**src/rtl/ram_read_arbiter_if.sv**
```systemverilog
`default_nettype none
// ============================================================================
// Module   : ram_read_arbiter_if
// Brief    : Signal bundle joining the ping-pong RAM read side, two buffer
//            consumers and the read arbiter.
// Revision : 1.0 - initial release
// ============================================================================
interface ram_read_arbiter_if #(
  parameter int DATA_W = 36
);
  logic [DATA_W-1:0] ram_read_data_i;
  logic              ram_read_valid_i;
  logic              ram_read_ready_o;
  logic              ram_buffer_ready_i;
  logic [1:0]        req_i;
  logic [DATA_W-1:0] c0_data_o;
  logic [DATA_W-1:0] c1_data_o;
  logic              c0_valid_o;
  logic              c1_valid_o;
  logic              c0_ready_i;
  logic              c1_ready_i;
  logic              c0_buffer_ready_o;
  logic              c1_buffer_ready_o;
  logic              c0_last_o;
  logic              c1_last_o;
  logic [1:0]        grant_o;
  logic              busy_o;
  logic [15:0]       drop_count_o;
  logic              overrun_o;

  // Environment side: RAM, consumers and their requests.
  modport master (
    output ram_read_data_i, ram_read_valid_i, ram_buffer_ready_i, req_i,
           c0_ready_i, c1_ready_i,
    input  ram_read_ready_o, c0_data_o, c1_data_o, c0_valid_o, c1_valid_o,
           c0_buffer_ready_o, c1_buffer_ready_o, c0_last_o, c1_last_o,
           grant_o, busy_o, drop_count_o, overrun_o
  );

  // Arbiter side.
  modport slave (
    input  ram_read_data_i, ram_read_valid_i, ram_buffer_ready_i, req_i,
           c0_ready_i, c1_ready_i,
    output ram_read_ready_o, c0_data_o, c1_data_o, c0_valid_o, c1_valid_o,
           c0_buffer_ready_o, c1_buffer_ready_o, c0_last_o, c1_last_o,
           grant_o, busy_o, drop_count_o, overrun_o
  );
endinterface
`default_nettype wire

```
**src/rtl/ram_read_arbiter.sv**
```systemverilog
`default_nettype none
// ============================================================================
// Module   : ram_read_arbiter
// Brief    : Hands whole ping-pong RAM buffers to one of two consumers,
//            round-robin, draining unclaimed buffers so swapping never stalls.
// Revision : 1.0 - initial release
// ============================================================================
module ram_read_arbiter #(
  parameter int DATA_W    = 36,
  parameter int BUF_DEPTH = 256,
  parameter int CNT_W     = $clog2(BUF_DEPTH)
) (
  input  logic              clk_i,
  input  logic              rst_i,
  ram_read_arbiter_if.slave bus
);

  localparam logic [CNT_W-1:0] c_last_beat = CNT_W'(BUF_DEPTH - 1);
  localparam logic [CNT_W-1:0] c_cnt_one   = CNT_W'(1);
  localparam logic [15:0]      c_drop_max  = 16'hFFFF;
  localparam logic [15:0]      c_drop_one  = 16'd1;

  typedef enum logic [1:0] {
    S_IDLE  = 2'd0,
    S_GRANT = 2'd1,
    S_DRAIN = 2'd2
  } state_t;

  state_t            r_state;
  state_t            w_next_state;
  logic [CNT_W-1:0]  r_beat_cnt;
  logic              r_pending;
  logic              r_last_served;
  logic              r_grant;
  logic [1:0]        r_buf_rdy;
  logic [15:0]       r_drop_cnt;
  logic              r_overrun;

  logic              w_avail;
  logic              w_win;
  logic              w_grant_now;
  logic              w_drain_now;
  logic              w_ram_ready;
  logic              w_beat;
  logic              w_at_last;
  logic              w_last_beat;
  logic              w_c0_valid;
  logic              w_c1_valid;
  logic [DATA_W-1:0] w_data;

  always_comb begin
    w_avail      = bus.ram_buffer_ready_i | r_pending;
    // A sole requester wins outright; a tie goes to the port not served last.
    w_win        = (bus.req_i == 2'b11) ? ~r_last_served : bus.req_i[1];
    w_grant_now  = (r_state == S_IDLE) & w_avail & (bus.req_i != 2'b00);
    w_drain_now  = (r_state == S_IDLE) & w_avail & (bus.req_i == 2'b00);

    w_ram_ready = 1'b0;
    case (r_state)
      S_GRANT: w_ram_ready = r_grant ? bus.c1_ready_i : bus.c0_ready_i;
      S_DRAIN: w_ram_ready = 1'b1;
      default: w_ram_ready = 1'b0;
    endcase

    w_beat      = bus.ram_read_valid_i & w_ram_ready;
    w_at_last   = (r_beat_cnt == c_last_beat);
    w_last_beat = w_beat & w_at_last;

    w_next_state = r_state;
    case (r_state)
      S_IDLE: begin
        if (w_grant_now)      w_next_state = S_GRANT;
        else if (w_drain_now) w_next_state = S_DRAIN;
      end
      S_GRANT: begin
        if (w_last_beat)               w_next_state = S_IDLE;
        else if (!bus.req_i[r_grant])  w_next_state = S_DRAIN;
      end
      S_DRAIN: begin
        if (w_last_beat) w_next_state = S_IDLE;
      end
      default: w_next_state = S_IDLE;
    endcase
  end

  always_ff @(posedge clk_i) begin
    if (rst_i) begin
      r_state       <= S_IDLE;
      r_beat_cnt    <= '0;
      r_pending     <= 1'b0;
      r_last_served <= 1'b1;
      r_grant       <= 1'b0;
      r_buf_rdy     <= 2'b00;
      r_drop_cnt    <= '0;
      r_overrun     <= 1'b0;
    end else begin
      r_state <= w_next_state;

      // Withdrawn bursts keep counting so the drain ends on the buffer boundary.
      if (w_last_beat)
        r_beat_cnt <= '0;
      else if (w_beat)
        r_beat_cnt <= r_beat_cnt + c_cnt_one;

      r_buf_rdy <= 2'b00;
      if (w_grant_now) begin
        r_grant   <= w_win;
        r_buf_rdy <= {w_win, ~w_win};
      end

      if (w_drain_now && (r_drop_cnt != c_drop_max))
        r_drop_cnt <= r_drop_cnt + c_drop_one;

      if ((r_state == S_GRANT) && w_last_beat)
        r_last_served <= r_grant;

      // Leaving IDLE consumes one event; a pulse landing at that moment is kept.
      if (w_grant_now || w_drain_now) begin
        r_pending <= r_pending & bus.ram_buffer_ready_i;
      end else if (bus.ram_buffer_ready_i) begin
        r_pending <= 1'b1;
        if (r_pending)
          r_overrun <= 1'b1;
      end
    end
  end

  assign w_data     = bus.ram_read_data_i;
  assign w_c0_valid = (r_state == S_GRANT) & ~r_grant & bus.ram_read_valid_i;
  assign w_c1_valid = (r_state == S_GRANT) &  r_grant & bus.ram_read_valid_i;

  assign bus.ram_read_ready_o  = w_ram_ready;
  assign bus.c0_data_o         = w_data;
  assign bus.c1_data_o         = w_data;
  assign bus.c0_valid_o        = w_c0_valid;
  assign bus.c1_valid_o        = w_c1_valid;
  assign bus.c0_last_o         = w_c0_valid & w_at_last;
  assign bus.c1_last_o         = w_c1_valid & w_at_last;
  assign bus.c0_buffer_ready_o = r_buf_rdy[0];
  assign bus.c1_buffer_ready_o = r_buf_rdy[1];
  assign bus.grant_o           = {(r_state == S_GRANT) & r_grant,
                                  (r_state == S_GRANT) & ~r_grant};
  assign bus.busy_o            = (r_state != S_IDLE);
  assign bus.drop_count_o      = r_drop_cnt;
  assign bus.overrun_o         = r_overrun;

endmodule
`default_nettype wire

```
**src/flat_wrapper.sv**
```systemverilog
// flat-port wrapper written by rule: the top's interface ports become plain ports
module ram_read_arbiter_flat 
#(
  parameter int DATA_W    = 36,
  parameter int BUF_DEPTH = 256,
  parameter int CNT_W     = $clog2(BUF_DEPTH)
)
  (clk_i, rst_i, bus_ram_read_data_i, bus_ram_read_valid_i, bus_ram_buffer_ready_i, bus_req_i, bus_c0_ready_i, bus_c1_ready_i, bus_ram_read_ready_o, bus_c0_data_o, bus_c1_data_o, bus_c0_valid_o, bus_c1_valid_o, bus_c0_buffer_ready_o, bus_c1_buffer_ready_o, bus_c0_last_o, bus_c1_last_o, bus_grant_o, bus_busy_o, bus_drop_count_o, bus_overrun_o);
  ram_read_arbiter_if #(.DATA_W(DATA_W)) bus_i ();
  input  logic clk_i;
  input  logic rst_i;
  input wire logic [$bits(bus_i.ram_read_data_i)-1:0] bus_ram_read_data_i;
  input wire logic [$bits(bus_i.ram_read_valid_i)-1:0] bus_ram_read_valid_i;
  input wire logic [$bits(bus_i.ram_buffer_ready_i)-1:0] bus_ram_buffer_ready_i;
  input wire logic [$bits(bus_i.req_i)-1:0] bus_req_i;
  input wire logic [$bits(bus_i.c0_ready_i)-1:0] bus_c0_ready_i;
  input wire logic [$bits(bus_i.c1_ready_i)-1:0] bus_c1_ready_i;
  output wire logic [$bits(bus_i.ram_read_ready_o)-1:0] bus_ram_read_ready_o;
  output wire logic [$bits(bus_i.c0_data_o)-1:0] bus_c0_data_o;
  output wire logic [$bits(bus_i.c1_data_o)-1:0] bus_c1_data_o;
  output wire logic [$bits(bus_i.c0_valid_o)-1:0] bus_c0_valid_o;
  output wire logic [$bits(bus_i.c1_valid_o)-1:0] bus_c1_valid_o;
  output wire logic [$bits(bus_i.c0_buffer_ready_o)-1:0] bus_c0_buffer_ready_o;
  output wire logic [$bits(bus_i.c1_buffer_ready_o)-1:0] bus_c1_buffer_ready_o;
  output wire logic [$bits(bus_i.c0_last_o)-1:0] bus_c0_last_o;
  output wire logic [$bits(bus_i.c1_last_o)-1:0] bus_c1_last_o;
  output wire logic [$bits(bus_i.grant_o)-1:0] bus_grant_o;
  output wire logic [$bits(bus_i.busy_o)-1:0] bus_busy_o;
  output wire logic [$bits(bus_i.drop_count_o)-1:0] bus_drop_count_o;
  output wire logic [$bits(bus_i.overrun_o)-1:0] bus_overrun_o;
  assign bus_i.ram_read_data_i = bus_ram_read_data_i;
  assign bus_i.ram_read_valid_i = bus_ram_read_valid_i;
  assign bus_i.ram_buffer_ready_i = bus_ram_buffer_ready_i;
  assign bus_i.req_i = bus_req_i;
  assign bus_i.c0_ready_i = bus_c0_ready_i;
  assign bus_i.c1_ready_i = bus_c1_ready_i;
  assign bus_ram_read_ready_o = bus_i.ram_read_ready_o;
  assign bus_c0_data_o = bus_i.c0_data_o;
  assign bus_c1_data_o = bus_i.c1_data_o;
  assign bus_c0_valid_o = bus_i.c0_valid_o;
  assign bus_c1_valid_o = bus_i.c1_valid_o;
  assign bus_c0_buffer_ready_o = bus_i.c0_buffer_ready_o;
  assign bus_c1_buffer_ready_o = bus_i.c1_buffer_ready_o;
  assign bus_c0_last_o = bus_i.c0_last_o;
  assign bus_c1_last_o = bus_i.c1_last_o;
  assign bus_grant_o = bus_i.grant_o;
  assign bus_busy_o = bus_i.busy_o;
  assign bus_drop_count_o = bus_i.drop_count_o;
  assign bus_overrun_o = bus_i.overrun_o;
  ram_read_arbiter #(.DATA_W(DATA_W), .BUF_DEPTH(BUF_DEPTH), .CNT_W(CNT_W)) u_core (.clk_i(clk_i), .rst_i(rst_i), .bus(bus_i));
endmodule
```
**config.mk**
```make
export PLATFORM = sky130hd
export DESIGN_NAME = ram_read_arbiter_flat
export DESIGN_NICKNAME = d
export VERILOG_FILES = /design/src/rtl/ram_read_arbiter_if.sv /design/src/rtl/ram_read_arbiter.sv /design/src/flat_wrapper.sv
export SDC_FILE = /design/constraint.sdc
export NUM_CORES = 1
export LEC_CHECK = 0
export BUFFER_PORTS_ARGS = -buffer_cell sky130_fd_sc_hd__buf_4
export CORE_MARGIN = 2
export CORE_UTILIZATION = 30
export CTS_BUF_LIST = sky130_fd_sc_hd__clkbuf_16
export CTS_CLUSTER_SIZE = 30
export DETAILED_ROUTE_END_ITERATION = 10
export HOLD_SLACK_MARGIN = 0.1
export PLACE_DENSITY = 0.68
export SYNTH_ARGS = -nofsm -noshare
export SYNTH_HDL_FRONTEND = slang
export SYNTH_SLANG_ARGS = --single-unit
```
**constraint.sdc**
```tcl
create_clock -name clk_i -period 2.3 [get_ports clk_i]
set_clock_uncertainty 0.05 [all_clocks]
set_input_delay 0.115 -clock clk_i [delete_from_list [all_inputs] [get_ports clk_i]]
set_output_delay 0.115 -clock clk_i [all_outputs]
set_load 0.02 [all_outputs]
```
; Word-level counts from Yosys, hierarchy flattened
; Index checks and enable logic that the tools add are counted.
[word_totals]
out_inout_bits = 99
register_bits = 32
input_bits = 44
word_cells = 62
[classes]
reduce_logical = 12
mux = 13
eq_ne = 8
magnitude_cmp = 1
bitwise = 18
add_sub_neg = 2
[ops]
columns = op, count
row1 = $add 16x1->16 const B, 1
row2 = $ne 16x16->1 const B, 1
row3 = $and 1x1->1, 12
row4 = $mux 2, 5
row5 = $add 8x1->8 const B, 1
row6 = $eq 8x8->1 const B, 1
row7 = $mux 1, 6
row8 = $pmux 2 s3, 1
row9 = $reduce_and 3->1, 2
row10 = $reduce_bool 2->1, 3
row11 = $not 1->1, 5
row12 = $eq 2x2->1 const B, 2
row13 = $logic_not 2->1, 2
row14 = $reduce_or 2->1, 2
row15 = $ne 3x1->1 const B, 1
row16 = $ne 3x2->1 const B, 1
row17 = $eq 2x1->1 const B, 1
row18 = $logic_and 1x1->1, 2
row19 = $lt 1x2->1 const B, 1
row20 = $ne 2x1->1 const B, 1
row21 = $pmux 1 s2, 1
row22 = $logic_or 1x1->1, 1
row23 = $or 1x1->1, 1

; Depth between registers and ports, before layout
; Gate-level depths: netlist of the first run.
[depth]
depth_word = 6
mapped_depth = 7
mapped_depth_nobuf = 6

; Worst setup path after synthesis of the first run
; Ideal clock, no wire load.
[synth_path]
path_kind = register -> register
startpoint = register u_core.r_drop_cnt[0] (netlist: u_core.bus.drop_count_o[0])
endpoint = register u_core.r_drop_cnt[5] (netlist: u_core.bus.drop_count_o[5])
path_slack_ns = 0.523
setup_ns = 0.132
required_ns = 2.118
arrival_time_ns = 1.594
n_path_buf = 1
path_stages_with_launch = 7
period_less_slack_ns = 1.777
cell_sequence = dfxtp_1 > ha_1 > nand4_1 > nor4_2 > clkbuf_2 > or3_1 > a21oi_1
[synth_via]
elab_chain_cells = 2
word_cells_on_any_way = 3
[synth_lines]
columns = element, line_no
row1 = start: declaration, ram_read_arbiter.sv:36  ; logic [15:0] r_drop_cnt;
row2 = start signal: assignment, ram_read_arbiter.sv:112  ; r_drop_cnt <= r_drop_cnt + c_drop_one;
row3 = "parallel branches: the longest is 2 deep, another holds $add 16x1->16", -
; Several ways; the timed one is not identified.
; A chain may end at the register's enable or synchronous reset.

; Worst setup path after layout of the first run
[layout_path]
startpoint = register u_core.r_state[0]
endpoint = register u_core.r_drop_cnt[11] (netlist: u_core.bus.drop_count_o[11])
[layout_via]
elab_chain_cells = 4
[layout_lines]
columns = element, line_no
row1 = start: declaration, ram_read_arbiter.sv:29  ; state_t r_state;
row2 = start signal: assignment, ram_read_arbiter.sv:97  ; r_state <= w_next_state;
row3 = $logic_not 2->1, ram_read_arbiter.sv:56  ; w_drain_now = (r_state == S_IDLE) & w_avail & (bus.req_i == 2'b00);
row4 = $and 1x1->1 (2 in a row), ram_read_arbiter.sv:56
row5 = $logic_and 1x1->1, ram_read_arbiter.sv:111  ; if (w_drain_now && (r_drop_cnt != c_drop_max))
; Every way passes these cells.

==> results of run 1 <==
## final cells by class
class                           instances  share of cell area, %
Timing Repair Buffer                   37                   12.2
Inverter                                6                  0.982
Multi-Input combinational cell        160                   46.2
Clock buffer                            5                   5.46
Tap cell                              102                   5.56
Clock inverter                          3                   1.69
Sequential cell                        32                   27.9
## logic make-up (layout without fill, tap and decap cells)
| logic type | count (synthesis) | after routing | synth area share, % |
|---|---|---|---|
| buffers and inverters | 86 | 51 | 26.5 |
| and+or+nand+nor | 85 | 85 | 22.0 |
| AOI/OAI and AO/OA | 66 | 66 | 19.0 |
| DFF | 32 | 32 | 27.7 |
| adders and majority gates | 5 | 5 | 2.71 |
| muxes | 4 | 4 | 2.06 |
## what timing repair did
action | 4_1_cts | 5_1_grt
hold buffers | 1 | 0
resized for setup | 0 | 0
endpoints found under the hold margin | 2 | 0
## per-layer routing
layer | vias up | wire (um) | part of all wire (%)
li1 | 872 | - | -
met1 | 858 | 2110 | 45
met2 | 37 | 2230 | 48
met3 | 4 | 329 | 7.0
met4 | 0 | 17 | 0.36
met5 | - | 0 | 0
## flip-flops by register name, indices dropped and copies added, names as in the netlist
name	cells
u_core.bus.drop_count_o	16
u_core.r_buf_rdy	2
u_core.r_last_served	1
u_core.r_beat_cnt	8
u_core.bus.overrun_o	1
u_core.r_pending	1
u_core.r_grant	1
u_core.r_state	2
## Yosys cell counts (all sizes together) (3+ instances only)
cell type  number  share of area, %
or4             6               1.9
o21ai          14               3.0
or3            10               2.9
o31ai           5               1.6
a211oi          3              0.97
clkbuf          4              0.70
buf            76                25
inv             6              0.97
nand3          11               2.4
nand2          14               2.4
o21a            3              0.97
o41ai           3               1.1
ha              5               2.7
dfxtp          32                28
nor2           11               1.9
nand4          11               3.5
a21oi          21               4.5
mux2            3               1.6
and3            5               1.4
## stage by stage
step	std cells	util [%]	area, um2
3_5_place_dp	336	27.9	2120
3_3_place_gp	336	27.9	2120
5_1_grt	345	30.1	2290
6_report	345	30.1	2290
2_1_floorplan	278	-	2310
4_1_cts	345	30.1	2290
## worst paths after layout
check / endpoint / slack [ps] / depth (start not counted) / start
max: u_core.bus.drop_count_o[11]$_SDFFE_PP0P_ / 220 / 6 / u_core.r_state[0]$_SDFFE_PP0P_
min: u_core.r_grant$_SDFFE_PP0P_ / 170 / 4 / bus_req_i[0]
max reg2reg: u_core.bus.drop_count_o[11]$_SDFFE_PP0P_ / 220 / 6 / u_core.r_state[0]$_SDFFE_PP0P_
min reg2reg: u_core.r_beat_cnt[1]$_SDFFE_PP0P_ / 420 / 2 / u_core.r_beat_cnt[1]$_SDFFE_PP0P_
## worst max-delay path, stage by stage (launching register included)
cell                       delay [ps]
sky130_fd_sc_hd__dfxtp_1          330
sky130_fd_sc_hd__inv_1             80
sky130_fd_sc_hd__ha_1             240
sky130_fd_sc_hd__o21a_1           390
sky130_fd_sc_hd__nand4_2          270
sky130_fd_sc_hd__o311ai_0         450
sky130_fd_sc_hd__o41ai_1          140
## power groups by stage
stage	Combinational, mW	Clock [mW]	Sequential, mW
after global routing	0.537	0.776	0.627
after CTS	0.481	0.752	0.622
final	0.480	0.738	0.623
after detailed placement	0.478	0	0.635
after floorplan	0.539	0	0.631
after global placement	0.469	0	0.632
==> reports/qor.txt, run 1 <==
CLOCKING
----------------------------------------------------------------------------
Number of sinks on the clock net                                          32
CTS H-Tree Depth                                                           2
Post-CTS setup-driven buffer insertion count                               0
Clock root buffer                                               sky130_fd_sc_hd__clkbuf_16
Bufs on Longest Clock Path                                                 2
Clock insertion delay at the later pin of the skew report             270 ps
Clock tree from TritonCTS                                                yes
Inserted Clock Buffers                                                     5
Clk slew on worst S/H paths                                            60 ps

TIMING
----------------------------------------------------------------------------
Final Cycle Share                                                      90.5%
Relative max-transition margin                                         69.5%
Final Hold Slack                                                      172 ps
Final-report setup violation count                                         0
Final Slew Violations                                                      0
Final worst-path setup slack                                          218 ps
Count of final hold-check violations                                       0
Transition at the pin with the smallest max-transition slack          457 ps
RSZ-0062 raised after global routing                                      no
Setup TNS                                                               0 ps
Final worst path period need                                         2080 ps
F_max                                                                480 MHz

POWER
----------------------------------------------------------------------------
Static leakage power                                                0.832 nW
P per Cell Area                                                   802 nW/um2
Power dissipated by switching net loads                             0.557 mW
Combinational cell fraction of total power                             26.1%
Final total power                                                    1.84 mW
IR Drop Worst-Case VDD                                            0.000234 V
Flop pwr share                                                         33.8%
Clock Power Share                                                      40.1%
Switching Share                                                        30.3%
Internal                                                             1.28 mW

GRT
----------------------------------------------------------------------------
GRT Total Usage                                                        11.0%
Met3 usage                                                             3.37%
Global route hottest layer                                              met2
Pin count of the biggest net entering global routing                      30
Gr ovfl total                                                              0
Met2 usage in global routing                                           17.5%
Wire length of the first global-routing pass                         7740 um
Number of global-route vias before repair                               1625
GRT met1 Usage                                                         14.0%
Antenna violations before repair                                           0

SYNTH
----------------------------------------------------------------------------
Synthesized Nets                                                         327
Register area share after synthesis                                    27.7%
Share of flip-flops with an asynchronous set or reset                     0%
Total of warnings raised by yosys                                          0
Synthesized area                                                    2310 um2
Count of flip-flops with a built-in enable after synthesis                 0
Cells after Synth                                                        278
Post-synthesis cell type count                                            54
Number of flip-flops and latches in the synthesized netlist               32
Synthesized area divided by synthesized cell count                  8.32 um2
Commonest register cell after synthesis                         sky130_fd_sc_hd__dfxtp_1

FLOORPLANNING
----------------------------------------------------------------------------
Die area                                                            8430 um2
Standard-cell rows                                                        32
I/O pins                                                                 143
Effective utilization at floorplan                                     30.4%
Die Y                                                                91.8 um
Core area                                                           7610 um2
Horizontal die dimension                                             91.8 um

CRITICAL PATH
----------------------------------------------------------------------------
Critical path launch point type                                    flip-flop
Maximum fanout along the worst path                                       10
Worst path required time                                             2390 ps
Worst EP arrival                                                     2170 ps
Critical path capture point type                                   flip-flop
Critical setup path kind                                          reg -> reg

FINAL LAYOUT
----------------------------------------------------------------------------
Final Net Count                                                          291
Multi-input combinational cell area                                 1060 um2
Layout-stage area growth over the synthesis result                   -0.812%
Storage cell area                                                    641 um2
Fillers                                                                  819
Most common library cell in the layout ignoring fill and taps   sky130_fd_sc_hd__buf_4
Number of diodes added for antenna fixing                                  0
Fraction of layout instances using a drive strength above 1            25.1%
Commonest non-fill, non-tap cells in the layout                 sky130_fd_sc_hd__buf_4, sky130_fd_sc_hd__dfxtp_1, sky130_fd_sc_hd__a21oi_1

WORST HOLD PATH
----------------------------------------------------------------------------
Class of the worst hold path                                       in -> reg

PLACEMENT
----------------------------------------------------------------------------
Count of buffers inserted at the top-level ports                          34
Half-perimeter wire length after detailed placement                  3360 um
Worst-case setup slack after placement                                277 ps
Placer Congestion                                                      0.816

ROUTE
----------------------------------------------------------------------------
First-pass detailed-route iteration total                                  4
Initial detailed-routing violation count                                 100
Average wire length per cell after detail routing                    13.6 um
Antenna Nets Post-Route                                                    0
Number of DRC violations after detailed routing                            0
Via count                                                               1771
Drt via density                                                         5.13
Overall routed net length                                            4690 um

RUN STATUS
----------------------------------------------------------------------------
Status                                                          complete, no violations

JOB
----------------------------------------------------------------------------
Max-Cap Viols                                                              0

Power figures use the tool's default switching activity.
==> inputs of run 2 (changes only) <==
--- a/config.mk
+++ b/config.mk
@@ -6,13 +6,17 @@
 export NUM_CORES = 1
 export LEC_CHECK = 0
 export BUFFER_PORTS_ARGS = -buffer_cell sky130_fd_sc_hd__buf_4
+export CAP_MARGIN = 20
+export CELL_PAD_IN_SITES_DETAIL_PLACEMENT = 2
+export CELL_PAD_IN_SITES_GLOBAL_PLACEMENT = 2
 export CORE_MARGIN = 2
-export CORE_UTILIZATION = 30
+export CORE_UTILIZATION = 23
 export CTS_BUF_LIST = sky130_fd_sc_hd__clkbuf_16
 export CTS_CLUSTER_SIZE = 30
 export DETAILED_ROUTE_END_ITERATION = 10
 export HOLD_SLACK_MARGIN = 0.1
-export PLACE_DENSITY = 0.68
+export PLACE_DENSITY = 0.91
+export SLEW_MARGIN = 20
 export SYNTH_ARGS = -nofsm -noshare
 export SYNTH_HDL_FRONTEND = slang
 export SYNTH_SLANG_ARGS = --single-unit
==> reports/qor.txt, run 2 (synthesis gave the netlist of run 1 again) <==
CRITICAL PATH
----------------------------------------------------------------------------
Maximum fanout along the worst path                                       17   +7
Worst EP arrival                                                     2190 ps   +20 ps
Worst flop-to-flop path startpoint                              u_core.r_state[0]$_SDFFE_PP0P_
Critical setup path kind                                          reg -> reg
Worst path required time                                             2450 ps   +60 ps
Critical path capture point type                                   flip-flop
Critical Path Start                                             u_core.r_state[0]$_SDFFE_PP0P_
Critical path launch point type                                    flip-flop

FLOORPLANNING
----------------------------------------------------------------------------
Core area                                                           9770 um2   +28%
Effective utilization at floorplan                                     23.7%   -6.7 points
Standard-cell rows                                                        36   +13%
Die Y                                                                 104 um   +14%
Horizontal die dimension                                              104 um   +14%
Die area                                                           10900 um2   +29%
I/O pins                                                                 143   unchanged

ROUTE
----------------------------------------------------------------------------
Antenna Nets Post-Route                                                    0   unchanged
Average wire length per cell after detail routing                    16.6 um   +22%
Number of DRC violations after detailed routing                            0   unchanged
First-pass detailed-route iteration total                                  4   unchanged
Overall routed net length                                            6260 um   +33%
Initial detailed-routing violation count                                  65   -35%
Drt via density                                                         4.84   -5.8%
Via count                                                               1818   +2.7%

POWER
----------------------------------------------------------------------------
Power dissipated by switching net loads                             0.601 mW   +7.8%
Static leakage power                                                0.821 nW   -1.3%
IR Drop Worst-Case VDD                                            0.000264 V   +13%
Combinational cell fraction of total power                             29.5%   +3.4 points
Internal                                                             1.17 mW   -8.7%
Clock Power Share                                                      35.2%   -4.9 points
P per Cell Area                                                   769 nW/um2   -4.2%
Flop pwr share                                                         35.3%   +1.5 points
Switching Share                                                        33.9%   +3.6 points

GRT
----------------------------------------------------------------------------
Wire length of the first global-routing pass                        10400 um   +34%
Gr ovfl total                                                              0   unchanged
Antenna violations before repair                                           0   unchanged
Number of global-route vias before repair                               1951   +20%
Pin count of the biggest net entering global routing                      30   unchanged
GRT Total Usage                                                        11.7%   +0.76 points

TIMING
----------------------------------------------------------------------------
F_max                                                                488 MHz   +1.7%
Transition at the pin with the smallest max-transition slack          497 ps   +39.5 ps
Final Slew Violations                                                      0   unchanged
Final worst path period need                                         2050 ps   -34.0 ps
Setup TNS                                                               0 ps   unchanged
Relative max-transition margin                                         66.9%   -2.6 points
Count of final hold-check violations                                       0   unchanged
Final Cycle Share                                                      89.1%   -1.5 points
Final-report setup violation count                                         0   unchanged
Final worst-path setup slack                                          252 ps   +34.0 ps
RSZ-0062 raised after global routing                                      no

CLOCKING
----------------------------------------------------------------------------
Post-CTS setup-driven buffer insertion count                               0   unchanged
Inserted Clock Buffers                                                     5   unchanged
Clock root buffer                                               sky130_fd_sc_hd__clkbuf_16
Clock tree from TritonCTS                                                yes
CTS H-Tree Depth                                                           2   unchanged
Clock insertion delay at the later pin of the skew report             280 ps   about the same
Bufs on Longest Clock Path                                                 2   unchanged
Clk slew on worst S/H paths                                            50 ps   about the same
Number of sinks on the clock net                                          32   unchanged

RUN STATUS
----------------------------------------------------------------------------
Status                                                          complete, no violations

FINAL LAYOUT
----------------------------------------------------------------------------
Number of diodes added for antenna fixing                                  0   unchanged
Layout-stage area growth over the synthesis result                   -0.271%
Commonest non-fill, non-tap cells in the layout                 sky130_fd_sc_hd__buf_4, sky130_fd_sc_hd__dfxtp_1, sky130_fd_sc_hd__a21oi_1
Fillers                                                                 1157   +41%
Most common library cell in the layout ignoring fill and taps   sky130_fd_sc_hd__buf_4
Max reg flops                                                             16   unchanged
Final Net Count                                                          291   unchanged
Fraction of layout instances using a drive strength above 1            24.7%   -0.41 points
Final instance area                                                 2310 um2   +0.55%

PLACEMENT
----------------------------------------------------------------------------
Worst-case setup slack after placement                                197 ps   -80.1 ps
Placer Congestion                                                      0.755   -7.5%
Post-placement cell area                                            2160 um2   +1.8%
Half-perimeter wire length after detailed placement                  4420 um   +32%
Count of buffers inserted at the top-level ports                          34   unchanged

WORST HOLD PATH
----------------------------------------------------------------------------
Class of the worst hold path                                       in -> out
Worst Min Path Start                                            bus_ram_read_data_i[18]

JOB
----------------------------------------------------------------------------
Max-Cap Viols                                                              0   unchanged

run 2: cell type report:
class	instances	area [um2]	area share (%)
Inverter	6	22.5	0.977
Sequential cell	32	641	27.8
Tap cell	133	166	7.22
Clock buffer	5	125	5.43
Clock inverter	3	11.3	0.488
Multi-Input combinational cell	160	1060	46.0
Timing Repair Buffer	37	280	12.2
run 2: power by group through the flow:
stage / registers (mW) / logic (mW) / clock network [mW]
5_1_grt: 0.629 / 0.575 / 0.672
4_1_cts: 0.624 / 0.525 / 0.645
2_1_floorplan: 0.631 / 0.539 / 0
6_report: 0.625 / 0.523 / 0.624
3_3_place_gp: 0.631 / 0.479 / 0
3_5_place_dp: 0.635 / 0.516 / 0
run 2: per-layer routing:
metal / routed length, um / up-vias / global-route usage [%]
met2: 3120 / 44 / 19.8
met4: 88 / 0 / 5.21
met3: 296 / 8 / 3.01
met1: 2750 / 900 / 13.9
li1: - / 866 / -
met5: 0 / - / 0
run 2: worst max-delay path, stage by stage, from the launching register on:
cell and delay [ps]:
sky130_fd_sc_hd__dfxtp_1 360, sky130_fd_sc_hd__inv_1 80, sky130_fd_sc_hd__ha_1 400, sky130_fd_sc_hd__and3_1 260, sky130_fd_sc_hd__a32oi_4 140, sky130_fd_sc_hd__or3_2 510
sky130_fd_sc_hd__a21oi_1 170
run 2: repair_timing:
| action | in CTS | in global routing |
|---|---|---|
| gates resized for setup | 0 | 1 |
| hold buffers | 1 | 0 |
| setup endpoints to repair | 0 | 3 |
| hold endpoints to repair | 1 | 0 |
run 2: worst paths after layout:
path	end	slack, ps	depth (start not counted)
worst max-delay path	u_core.r_beat_cnt[3]$_SDFFE_PP0P_	250	6
worst min-delay path	bus_c0_data_o[18]	180	0
worst max register to register	u_core.r_beat_cnt[3]$_SDFFE_PP0P_	250	6
worst min register to register	u_core.r_beat_cnt[1]$_SDFFE_PP0P_	430	2
run 2: metrics by stage:
step / power [mW] / cells / hold WS (ps) / utilization (%)
finish: 1.77 / 376 / 180 / 23.6
global route: 1.88 / 376 / 180 / 23.6
CTS: 1.79 / 376 / 180 / 23.6
detailed placement: 1.15 / 367 / 180 / 22.1
global placement: 1.11 / 367 / 180 / 22.1
floorplan: 1.17 / 278 / 205 / -
